--- src/rtl/seg7_scan_controller.sv ---
// Two-digit 7-segment scan controller: snapshots tens/ones, time-shares one registered
// decoder between the digits, then updates both active-low digit outputs on the same edge.
module seg7_scan_controller #(
  parameter int REFRESH_CYCLES = 250000,
  parameter int DEC_LATENCY    = 1
) (
  input  logic       i_Clk,
  input  logic       i_Rst_L,
  input  logic [3:0] i_Tens,
  input  logic [3:0] i_Ones,
  input  logic       i_Update,
  input  logic       i_Blank_Lead,
  output logic [3:0] o_Dec_Num,
  input  logic [6:0] i_Dec_Segments,
  output logic [6:0] o_Segment1,
  output logic [6:0] o_Segment2,
  output logic       o_Busy,
  output logic       o_Done
);

  localparam int CW = $clog2(REFRESH_CYCLES);

  typedef enum logic [2:0] {
    IDLE,
    DEC_T,
    WAIT_T,
    DEC_O,
    WAIT_O,
    COMMIT
  } state_t;

  state_t        r_state;
  logic [CW-1:0] r_refresh;
  logic          r_pending;
  logic          r_blank_snap;
  logic          r_busy;
  logic          r_done;
  logic [3:0]    r_tens_snap;
  logic [3:0]    r_ones_snap;
  logic [3:0]    r_dec_num;
  logic [1:0]    r_wait;
  logic [6:0]    r_tens_shadow;
  logic [6:0]    r_seg1;
  logic [6:0]    r_seg2;

  logic w_wrap;
  logic w_idle;
  logic w_start;
  logic w_lat_done;
  logic w_blank_tens;

  assign w_wrap       = (r_refresh == CW'(REFRESH_CYCLES - 1));
  assign w_idle       = (r_state == IDLE);
  assign w_start      = w_idle && (w_wrap || i_Update || r_pending);
  assign w_lat_done   = (r_wait == 2'(DEC_LATENCY - 1));
  assign w_blank_tens = r_blank_snap && (r_tens_snap == 4'd0);

  // Refresh timer restarts on every scan start, so a manual update also defers the next rescan.
  always_ff @(posedge i_Clk or negedge i_Rst_L) begin
    if (!i_Rst_L) begin
      r_refresh <= '0;
      r_pending <= 1'b0;
    end else begin
      if (w_start || w_wrap) begin
        r_refresh <= '0;
      end else begin
        r_refresh <= r_refresh + CW'(1);
      end
      if (w_start) begin
        r_pending <= 1'b0;
      end else if (i_Update && !w_idle) begin
        r_pending <= 1'b1;
      end
    end
  end

  always_ff @(posedge i_Clk or negedge i_Rst_L) begin
    if (!i_Rst_L) begin
      r_state       <= IDLE;
      r_tens_snap   <= 4'd0;
      r_ones_snap   <= 4'd0;
      r_blank_snap  <= 1'b0;
      r_dec_num     <= 4'd0;
      r_wait        <= 2'd0;
      r_tens_shadow <= 7'h00;
      r_seg1        <= 7'h7F;
      r_seg2        <= 7'h7F;
      r_busy        <= 1'b0;
      r_done        <= 1'b0;
    end else begin
      r_done <= 1'b0;
      case (r_state)
        IDLE: begin
          if (w_start) begin
            r_tens_snap  <= i_Tens;
            r_ones_snap  <= i_Ones;
            r_blank_snap <= i_Blank_Lead;
            r_dec_num    <= i_Tens;
            r_busy       <= 1'b1;
            r_state      <= DEC_T;
          end
        end
        DEC_T: begin
          r_wait  <= 2'd0;
          r_state <= WAIT_T;
        end
        WAIT_T: begin
          if (w_lat_done) begin
            // The blanked slot still spends its decode time so scan length never varies.
            r_tens_shadow <= w_blank_tens ? 7'h00 : i_Dec_Segments;
            r_dec_num     <= r_ones_snap;
            r_state       <= DEC_O;
          end else begin
            r_wait <= r_wait + 2'd1;
          end
        end
        DEC_O: begin
          r_wait  <= 2'd0;
          r_state <= WAIT_O;
        end
        WAIT_O: begin
          if (w_lat_done) begin
            r_seg1  <= ~r_tens_shadow;
            r_seg2  <= ~i_Dec_Segments;
            r_done  <= 1'b1;
            r_state <= COMMIT;
          end else begin
            r_wait <= r_wait + 2'd1;
          end
        end
        COMMIT: begin
          r_busy  <= 1'b0;
          r_state <= IDLE;
        end
        default: r_state <= IDLE;
      endcase
    end
  end

  assign o_Dec_Num  = r_dec_num;
  assign o_Segment1 = r_seg1;
  assign o_Segment2 = r_seg2;
  assign o_Busy     = r_busy;
  assign o_Done     = r_done;

endmodule

--- config.mk ---
export PLATFORM = sky130hd
export DESIGN_NAME = seg7_scan_controller
export DESIGN_NICKNAME = d
export VERILOG_FILES = /design/src/rtl/seg7_scan_controller.sv
export SDC_FILE = /design/constraint.sdc
export NUM_CORES = 1
export LEC_CHECK = 0
export BUFFER_PORTS_ARGS = -buffer_cell sky130_fd_sc_hd__buf_2
export CAP_MARGIN = 20
export CORE_MARGIN = 3
export CORE_UTILIZATION = 64
export CTS_BUF_LIST = sky130_fd_sc_hd__clkbuf_2
export CTS_CLUSTER_SIZE = 8
export DETAILED_ROUTE_END_ITERATION = 12
export GPL_ROUTABILITY_DRIVEN = 1
export PLACE_DENSITY = 0.95
export SKIP_CTS_REPAIR_TIMING = 1
export SKIP_LAST_GASP = 1
export SLEW_MARGIN = 20
export SYNTH_ARGS = -nofsm -noshare
export SYNTH_HDL_FRONTEND = slang
export SYNTH_SLANG_ARGS = --single-unit
--- constraint.sdc ---
create_clock -name i_Clk -period 4 [get_ports i_Clk]
set_input_delay 0.4 -clock i_Clk [delete_from_list [all_inputs] [get_ports i_Clk]]
set_output_delay 0.4 -clock i_Clk [all_outputs]
set_load 0.02 [all_outputs]
==> out/qor.yml <==
cts_made_buffers: 9
layout.nets: 338
cp.depth: 4
clock_tree.htree_level_count: 3
rows: 23
path_buf_inv: 0
skew_ns: 0.01445
vias: 2329
synth_area_sq_um: 2933
cap_violations: 0
synth_warnings: 0
slowest_stage: "dfrtp_1"
synthTopCellsByCount: "dfrtp_1, nand2_1, o21ai_0"
drtIter0Drc: 162
path_clk_slew_ns: 0.19
sw_frac_of_total: 0.3943
max_slew_margin: 0.4169
outcome: "complete, no violations"
syn_area_per_cell_sq_um: 10.29
syn-num-nets: 306
min_period_ns: 2.358
worst-slew-pin-transition_ns: 0.8723
final-setup-viol-count: 0
fin_ws_ns: 1.642
hpwl_mm: 3.928
slew_viol_final: 0
pwr-share-clk: 0.192
synthTopCellsByArea: "dfrtp_1, dfstp_2, o21ai_0, mux2_2, nand4_1"
grt_max_degree: 61
grt_pass1_vias: 2272
final_antenna_net_count: 0
setup.worst_path.class: "reg2reg"
crit_family: "simple AND/OR/NAND/NOR gates"
worst_r2r_path_depth: 4
cp-end-kind: "register"
n_antenna_cell: 0
die_h_microns: 73.70
yosysMostFrequentCell: "dfrtp_1"
irDropWorstVdd_mv: 0.4388
p_leak_uw: 0.001446
grt.total_usage: 0.2441
clock_latency_ns: 0.49
first_pass_iters: 5
routabilityCongestion: 0.8358
async_reset_ff_frac: 1.000
antenna_found_initial: 0
grt_pass1_wl_mm: 10.18
area_growth_syn_to_layout_pct: 10.62
port_buffers: 38
clock_path_buffers: 2
via_per_inst: 6.261
seq_area_frac_synth: 0.5179
hold_slack_ns: 0.01335
initial_core_util: 0.6980
grt_overflow_total: 0
synth_top_area_share: 0.3925
critPathRequiredTime_ns: 4.44
numClockSinks: 60
netlist_instances: 285
cts_root_buf: "clkbuf_2"
cp-start-kind: "register"
synth-seq-cells: 60
setup_tns_ns: 0
worstHoldPathType: "in2async"
p_int_uw: 1428
wl_per_cell_microns: 16.08
die_width_microns: 73.70
post_dp_cell_area_sq_um: 3099
routed_wl_mm: 5.981
io_pins: 39
critPathMaxStageDelay_ns: 0.61
max_freq_mhz: 424.1
yosysTopAreaCell: "dfrtp_1"
core_area_sq_um: 4202
cts_tree: "yes"
die_area_sq_um: 5431
pwr-share-comb: 0.359
drc: 0
ys.flop_type: "dfrtp_1"
synth_edf_count: 0
powerDensity_nw_per_um2: 726.4
cp_max_fo: 13
drive_gt1_frac: 0.2826
fin_crit_sh: 0.5894
design_area_sq_um: 3244
worstPathCellList: "nor3b_2, nand2_1, a21oi_1, a22o_1"
pre_cts_ws_ns: 1.738
pwr-share-seq: 0.449
finalHoldViolations: 0
power.switching_uw: 929.2
grt_setup_unrepaired: "no"
ys_types: 49
arrival_ns: 2.80
## power by group through the flow
stage | registers [uW] | clock network, uW | logic, uW
5_1_grt | 1090 | 482 | 946
3_3_place_gp | 1060 | 0 | 812
6_report | 1060 | 453 | 846
2_1_floorplan | 1140 | 0 | 539
4_1_cts | 1050 | 456 | 849
3_5_place_dp | 1070 | 0 | 845
## through the flow
step                      power, uW  std cells  utilization
final                          2357        372       0.7722
after floorplan                1679        285            -
after CTS                      2360        372       0.7722
after global placement         1868        356       0.7376
after detailed placement       1914        356       0.7376
after global routing           2517        372       0.7722
## logic make-up after synthesis
| group | Yosys count | synth area share |
|---|---|---|
| mux | 9 | 0.03413 |
| simple gates | 109 | 0.2103 |
| xor+xnor | 12 | 0.03584 |
| flops | 60 | 0.5179 |
| compound gates | 66 | 0.1485 |
| buf+inv | 27 | 0.04479 |
| fa+ha+maj | 2 | 0.008531 |
## path summary, 6_finish.rpt
path / startpoint / to / slack [ns]
max: r_state[1] / r_tens_shadow[2] / 1.64
min: i_Rst_L / r_refresh[17] / 0.01
max reg2reg: r_state[1] / r_tens_shadow[2] / 1.64
min reg2reg: r_tens_shadow[4] / o_Segment1[4] / 0.44
max in group asynchronous: i_Rst_L / r_ones_snap[1] / 3.51
min in group i_Clk: i_Dec_Segments[4] / o_Segment2[4] / 0.05
## cell usage in the layout, fill, tap and decap left out, types with 3 or more instances in the layout
cell type   instances
nand2_1            21
nand3_1            16
dfstp_2            14
xnor2_1             7
clkbuf_2            9
o31ai_1             3
o21ai_0            20
xor2_1              5
a22o_1              8
dfrtp_1            46
buf_2              38
nor4_1              4
and3_1             12
o211ai_1           10
a21oi_1            17
nand4_1            14
nor2_1             19
mux2_2              8
clkinvlp_4          3
inv_1               8
## per-layer routing
layer	vias to the layer above	routed length, microns	track usage
met1	1109	2696	0.3210
met4	0	121	0.1227
met5	-	0	0
li1	1105	-	-
met3	17	392	0.04925
met2	98	2771	0.3839
## layout make-up
| cell class | instances | area [sq um] |
|---|---|---|
| fill | 271 | 957.2 |
| timing repair buffer | 40 | 205.2 |
| multi-input combinational | 198 | 1282 |
| inverter | 8 | 30.03 |
| tap | 50 | 62.56 |
| sequential | 60 | 1519 |
| clock buffer | 9 | 45.04 |
| clock inverter | 7 | 100.1 |
## flip-flops by register name, summed over array words and instances (netlist names)
name,count
o_Done,1
o_Segment1,7
o_Busy,1
r_ones_snap,4
r_tens_snap,4
o_Segment2,7
o_Dec_Num,4
r_pending,1
r_blank_snap,1
r_tens_shadow,7
r_refresh,18
r_state,3
r_wait,2
No activity file was read; power rests on OpenSTA's default activity.
